[config.mk]
export PLATFORM = sky130hd
export DESIGN_NAME = set_seq_ctrl
export DESIGN_NICKNAME = d
export VERILOG_FILES = /design/src/rtl/set_seq_ctrl_pkg.sv /design/src/rtl/set_seq_ctrl_coord_scanner.sv /design/src/rtl/set_seq_ctrl.sv
export SDC_FILE = /design/constraint.sdc
export NUM_CORES = 1
export LEC_CHECK = 0
export CAP_MARGIN = 30
export CORE_UTILIZATION = 49
export CTS_CLUSTER_SIZE = 12
export DETAILED_ROUTE_END_ITERATION = 10
export GPL_TIMING_DRIVEN = 1
export MAX_ROUTING_LAYER = met4
export PLACE_DENSITY = 0.78
export SETUP_SLACK_MARGIN = 0.5
export SLEW_MARGIN = 10
export SYNTH_ARGS = -nofsm -noshare
export SYNTH_HDL_FRONTEND = slang
export SYNTH_SLANG_ARGS = --single-unit
[constraint.sdc]
create_clock -name clk_i -period 4.25 [get_ports clk_i]
set_input_delay 1.275 -clock clk_i [delete_from_list [all_inputs] [get_ports clk_i]]
set_output_delay 1.275 -clock clk_i [all_outputs]
set_load 0.01 [all_outputs]
[src/rtl/set_seq_ctrl_pkg.sv]
// Shared types and defaults for the SET job sequencer: state encoding,
// default grid/pipeline dimensions and a width helper.
package set_seq_ctrl_pkg;

   typedef enum logic [2:0] {
      S_IDLE  = 3'd0,
      S_LOAD  = 3'd1,
      S_SCAN  = 3'd2,
      S_DRAIN = 3'd3,
      S_DONE  = 3'd4
   } state_e;

   localparam int unsigned DEF_X_DIM    = 8;
   localparam int unsigned DEF_Y_DIM    = 8;
   localparam int unsigned DEF_PIPE_LAT = 2;
   localparam int unsigned DRAIN_W      = 3;

   // Counter width for 0..n-1, never narrower than one bit.
   function automatic int unsigned width_of(input int unsigned n);
      return (n <= 2) ? 1 : $clog2(n);
   endfunction

endpackage

[src/rtl/set_seq_ctrl_coord_scanner.sv]
// Raster-order X/Y coordinate generator: x advances every step, y advances on x wrap.
// last_o flags the final grid point so the controller can stop stepping there.
module coord_scanner
   import set_seq_ctrl_pkg::*;
#(
   parameter int unsigned X_DIM = DEF_X_DIM,
   parameter int unsigned Y_DIM = DEF_Y_DIM,
   localparam int unsigned XW   = width_of(X_DIM),
   localparam int unsigned YW   = width_of(Y_DIM)
) (
   input  logic          clk_i,
   input  logic          rst_i,
   input  logic          clr_i,
   input  logic          step_i,
   output logic [XW-1:0] x_o,
   output logic [YW-1:0] y_o,
   output logic          last_o
);

   localparam logic [XW-1:0] X_LAST = XW'(X_DIM - 1);
   localparam logic [YW-1:0] Y_LAST = YW'(Y_DIM - 1);

   logic [XW-1:0] x_q;
   logic [YW-1:0] y_q;

   // NOTE: sequential state uses non-blocking assignments so every register
   // samples the pre-edge values of its neighbours.
   always_ff @(posedge clk_i) begin
      if (rst_i || clr_i) begin
         x_q <= '0;
         y_q <= '0;
      end else if (step_i) begin
         if (x_q == X_LAST) begin
            x_q <= '0;
            y_q <= y_q + YW'(1);
         end else begin
            x_q <= x_q + XW'(1);
         end
      end
   end

   assign x_o    = x_q;
   assign y_o    = y_q;
   assign last_o = (x_q == X_LAST) && (y_q == Y_LAST);

endmodule

[src/rtl/set_seq_ctrl.sv]
// SET job sequencer: IDLE -> LOAD -> SCAN -> DRAIN -> DONE, with abort,
// result back-pressure and a PIPE_LAT-deep accumulate-enable delay line.
module set_seq_ctrl
   import set_seq_ctrl_pkg::*;
#(
   parameter int unsigned X_DIM    = DEF_X_DIM,
   parameter int unsigned Y_DIM    = DEF_Y_DIM,
   parameter int unsigned PIPE_LAT = DEF_PIPE_LAT,
   localparam int unsigned XW      = width_of(X_DIM),
   localparam int unsigned YW      = width_of(Y_DIM)
) (
   input  logic          clk_i,
   input  logic          rst_i,
   input  logic          en_i,
   input  logic          abort_i,
   input  logic          ready_i,
   output logic          buffer_en_o,
   output logic          acc_clear_o,
   output logic          coord_vld_o,
   output logic [XW-1:0] coord_x_o,
   output logic [YW-1:0] coord_y_o,
   output logic          acc_en_o,
   output logic          busy_o,
   output logic          valid_o,
   output logic          clear_o
);

   localparam logic [DRAIN_W-1:0] DRAIN_LAST =
      DRAIN_W'((PIPE_LAT > 0) ? PIPE_LAT - 1 : 0);

   state_e               state_q;
   logic [DRAIN_W-1:0]   drain_cnt_q;
   logic                 scan_last;
   logic                 in_idle;
   logic                 flush;

   assign in_idle = (state_q == S_IDLE);
   assign flush   = abort_i && !in_idle;

   always_ff @(posedge clk_i) begin
      if (rst_i) begin
         state_q     <= S_IDLE;
         drain_cnt_q <= '0;
      end else begin
         case (state_q)
            S_IDLE: begin
               if (en_i) state_q <= S_LOAD;
            end
            S_LOAD: begin
               drain_cnt_q <= '0;
               state_q     <= abort_i ? S_IDLE : S_SCAN;
            end
            S_SCAN: begin
               if (abort_i)        state_q <= S_IDLE;
               else if (scan_last) state_q <= (PIPE_LAT > 0) ? S_DRAIN : S_DONE;
            end
            S_DRAIN: begin
               if (abort_i) begin
                  state_q     <= S_IDLE;
                  drain_cnt_q <= '0;
               end else if (drain_cnt_q == DRAIN_LAST) begin
                  state_q <= S_DONE;
               end else begin
                  drain_cnt_q <= drain_cnt_q + DRAIN_W'(1);
               end
            end
            S_DONE: begin
               if (abort_i || ready_i) state_q <= S_IDLE;
            end
            // NOTE: the explicit default steers any unused encoding back to IDLE
            // and keeps the case fully specified.
            default: state_q <= S_IDLE;
         endcase
      end
   end

   // Stepping stops at the last point so coordinates hold there after SCAN.
   coord_scanner #(
      .X_DIM (X_DIM),
      .Y_DIM (Y_DIM)
   ) u_scanner (
      .clk_i  (clk_i),
      .rst_i  (rst_i),
      .clr_i  ((state_q == S_LOAD) || flush),
      .step_i ((state_q == S_SCAN) && !abort_i && !scan_last),
      .x_o    (coord_x_o),
      .y_o    (coord_y_o),
      .last_o (scan_last)
   );

   assign buffer_en_o = in_idle && en_i;
   assign acc_clear_o = (state_q == S_LOAD);
   assign coord_vld_o = (state_q == S_SCAN);
   assign busy_o      = (state_q == S_LOAD) || (state_q == S_SCAN) ||
                        (state_q == S_DRAIN) || (state_q == S_DONE);
   assign valid_o     = (state_q == S_DONE);
   assign clear_o     = valid_o && ready_i;

   generate
      if (PIPE_LAT == 0) begin : g_no_pipe
         assign acc_en_o = coord_vld_o;
      end else begin : g_pipe
         logic [PIPE_LAT-1:0] pipe_q;

         always_ff @(posedge clk_i) begin
            if (rst_i || flush) pipe_q <= '0;
            else                pipe_q <= (pipe_q << 1) | PIPE_LAT'(coord_vld_o);
         end

         assign acc_en_o = pipe_q[PIPE_LAT-1];
      end
   endgenerate

endmodule

# ---- Word level (Yosys, flattened, before mapping)
# Cells that the tools add are included.
dict set report totals {
  regBits 14
  latch_bits 0
  mem_bits_rw 0
  romBits 0
  n_memories 0
}
dict set report classes {
  add_sub_neg 3
  n_mul 0
  n_div 0
  magnitude_cmp 0
  n_eq_ne 12
  n_shift 0
  n_mux 12
  bitwise_logic 1
  reduce_logical 21
}
# operator n
set ops {}
lappend ops {{$mux 3} 9}
lappend ops {{$pmux 3 s5} 1}
lappend ops {{$add 3x1->3 const B} 3}
lappend ops {{$eq 3x3->1 const B} 3}
lappend ops {{$logic_or 1x1->1} 7}
lappend ops {{$eq 3x1->1 const B} 2}
lappend ops {{$eq 3x2->1 const B} 2}
lappend ops {{$logic_and 1x1->1} 6}
lappend ops {{$ne 3x3->1 const B} 2}
lappend ops {{$pmux 3 s2} 1}
lappend ops {{$reduce_and 2->1} 2}
lappend ops {{$reduce_and 4->1} 1}
lappend ops {{$logic_not 1->1} 3}
lappend ops {{$logic_not 3->1} 1}
lappend ops {{$ne 3x2->1 const B} 1}
lappend ops {{$mux 2} 1}
lappend ops {{$ne 2x1->1 const B} 1}
lappend ops {{$ne 2x2->1 const B} 1}
lappend ops {{$or 2x1->2} 1}
lappend ops {{$reduce_bool 2->1} 1}

# ---- Depth between registers and ports, before layout
dict set report logic_depth {
  depth_word 5
  mapped_depth 5
  ltp_nobuf 5
}

# ---- Hierarchy
# Synthesis repeated with hierarchy kept, for this count alone.
dict set report unflattened {
  hier_cells 92
  hier_area_um2 858.3
}
# module instances cells_per_inst area_each_um2 seq_area_each_um2
set modules_own_cells {}
lappend modules_own_cells {set_seq_ctrl 1 62 546.8 160.2}
lappend modules_own_cells {coord_scanner 1 30 311.5 120.1}

# ---- Worst setup path after synthesis
# Ideal clock, no wire load.
dict set report synth_path {
  path_kind {input to output}
  startpoint {in en_i}
  endpoint {out buffer_en_o}
  arrival_ns 1.690
  path_slack_ns 1.285
  stages 1
  path_buffers 0
  path_cell_list {nor4b_1}
}
dict set report synth_between {
  elab_chain_len 1
}
# element line_no
set synth_lines {}
lappend synth_lines {{start: declaration} set_seq_ctrl.sv:14} ;# input logic en_i,
lappend synth_lines {{$logic_and 1x1->1} set_seq_ctrl.sv:91} ;# assign buffer_en_o = in_idle && en_i;
lappend synth_lines {{end: declaration} set_seq_ctrl.sv:17} ;# output logic buffer_en_o,
# No other way between the ends.

# ---- Worst setup path after layout
dict set report layout_path {
  startpoint {in ready_i}
  endpoint {out clear_o}
}
dict set report layout_between {
  elab_chain_len 1
}
# element line_no
set layout_lines {}
lappend layout_lines {{start: declaration} set_seq_ctrl.sv:16} ;# input logic ready_i,
lappend layout_lines {{$logic_and 1x1->1} set_seq_ctrl.sv:97} ;# assign clear_o = valid_o && ready_i;
lappend layout_lines {{end: declaration} set_seq_ctrl.sv:25} ;# output logic clear_o
# No other way between the ends.

==> metrics <==
RSZ-0062 raised after global routing=false; total number of vias=746; die height=42.4 um; Final period util=0.872; number of buffers created by CTS=3; FFs w/ async S/R, synth=0; largest net degree at the start of global routing=18; post-synthesis area per instance=8.61 um2; worst slew pin tran=0.500 ns; total die area=1800 um2; leakage power=0.364 nW; clk_lat worst skew=0.28 ns; layout cells sized above 1=0.0741; # H-tree levels=1; cts hold-fix bufs=0; Post-layout nets=120; mapped cell area=801 um2; sequential area share after synthesis=0.350; count leader, synth=dfxtp_1; Syn Nets=104; initial drt markers=16; Period minus WS final=3.70 ns; met2 Use GR=0.360; Via-to-Cell Ratio=6.02; IO Pins=18; Synth Instances=93; TritonCTS Sinks=14; Clock Tree Root=clkbuf_4; type of the most critical hold path=reg -> reg; CTS clk-pin slew, worst paths=0.09 ns; top cells by count, synth=dfxtp_1 (14), o21ai_0 (10), a21oi_1 (9); fmax=270 MHz; # DRC=0; #FFs+latches synth=14; Antenna Cells=0; area grow syn2layout=25.2%; Setup-failing EPs final=0; Worst Clk Skew=0.00129 ns; core area=1520 um2; Final TNS setup=0 ns; initial antenna violation count=0; met1 usage=0.259; hold depth=1; Worst Reg2Reg Path Length in Cells=5; endpoints failing hold=0; final slew viol count=0; Die W=42.4 um; Placement Rows=14; CTS tree=yes; PD cells=272 nW/um2; max_cap viols=0; Fillers=142; wire length per cell=14.2 um; vias in the first global route=650; Startpoint Class=input port; Yosys cell types=32; critical setup path kind=in -> out; Top Usage Layer GRT=met2; Detail Route Antenna Nets=0; most common flop cell mapped by yosys=dfxtp_1; CP Capture Type=output port; DRT Wirelength=1760 um; Worst Path Required=2.97 ns; Initial Util=0.525; HPWL after DPL=1200 um; grt total ovfl=0; Min Hold Slack=0.466 ns; status=completed; Synth area leaders=dfxtp_1 (35%), ha_1 (9.4%), o21ai_0 (6.3%); WP data arrival=2.43 ns; routability cong.=0.768; number of flops mapped to enable cells by yosys=0; PnR Total Power=0.000273 W; first-pass iteration count of the detailed router=4; global-route wire length before repair=2860 um; CTS max path bufs=2; CP Max Fanout=2; Total Routing Usage GR=0.223; Syn. warnings=0; Peak VDD IR=0.000251 V; most area-hungry cell type in the Yosys netlist=dfxtp_1; met3 GRT Util=0.0517; share of the synthesized area in the top cell type=0.350; Slew HR=0.662; IO Port Bufs=17
per-stage QoR:
step,instance area [um2],util,cells,setup slack [ns]
final,1000,0.658,124,0.545
after global routing,1000,0.658,124,0.530
after CTS,1000,0.658,124,0.543
after detailed placement,967,0.635,120,0.391
after global placement,967,0.635,120,0.406
after floorplan,801,-,93,1.28
cells in the final DEF, fill, tap and decap left out, drive strengths merged, types with 3 or more instances in the layout:
| master | synthesis | layout |
|---|---|---|
| a21oi | 9 | 9 |
| clkbuf | 5 | 4 |
| clkdlybuf4s50 | 0 | 16 |
| dfxtp | 14 | 14 |
| ha | 6 | 6 |
| nand3 | 5 | 5 |
| nor2 | 5 | 5 |
| nor3b | 5 | 5 |
| o21ai | 10 | 10 |
| or3b | 3 | 3 |
layout make-up:
| cell class | count | area (um2) | share of cell area |
|---|---|---|---|
| multi-input cells | 71 | 489 | 0.488 |
| inverters | 2 | 7.51 | 0.00749 |
| repair buffers | 17 | 169 | 0.169 |
| well taps | 16 | 20.0 | 0.0200 |
| flip-flops and latches | 14 | 280 | 0.280 |
| clock buffers | 4 | 36.3 | 0.0362 |
flip-flops by register name (all words and copies together), names as in the netlist:
signal,cells
u_scanner.x_o,3
u_scanner.y_o,3
g_pipe.pipe_q,2
drain_cnt_q,3
state_q,3
per-layer routing:
layer  vias to the layer above  part of all wire
li1                        379                 -
met2                        19              0.49
met5                         -                 0
met3                         5             0.034
met1                       343              0.46
met4                         0             0.019
logic make-up after synthesis:
| logic type | Yosys count | share of synthesized area |
|---|---|---|
| AND/OR/NAND/NOR | 38 | 0.314 |
| AO/OA/AOI/OAI | 26 | 0.192 |
| flip-flops | 14 | 0.350 |
| buffers and inverters | 8 | 0.0391 |
| adder cells (fa/ha/maj) | 6 | 0.0937 |
| XOR/XNOR | 1 | 0.0109 |
report_power, final:
part	switching, W	internal (W)
Clock	0.0000469	0.0000522
Sequential	0.00000525	0.000133
Combinational	0.0000171	0.0000183
critical path: stages:
cell and delay [ns]:
clkdlybuf4s50_1 0.47, and3_1 0.15, clkdlybuf4s50_1 0.53
what timing repair did:
action / 4_1_cts / 5_1_grt
setup buffers: 0 / 0
gates resized for setup: 1 / 0
setup endpoints to repair: 1 / 0
worst paths after layout:
check	end	startpoint	slack, ns
setup / recovery	clear_o	ready_i	0.55
setup reg to reg	u_scanner.y_o[0]	u_scanner.y_o[0]	2.47
hold reg to reg	g_pipe.pipe_q[1]	g_pipe.pipe_q[0]	0.47
hold / removal	g_pipe.pipe_q[1]	g_pipe.pipe_q[0]	0.47
No activity file was read; power rests on OpenSTA's default activity.
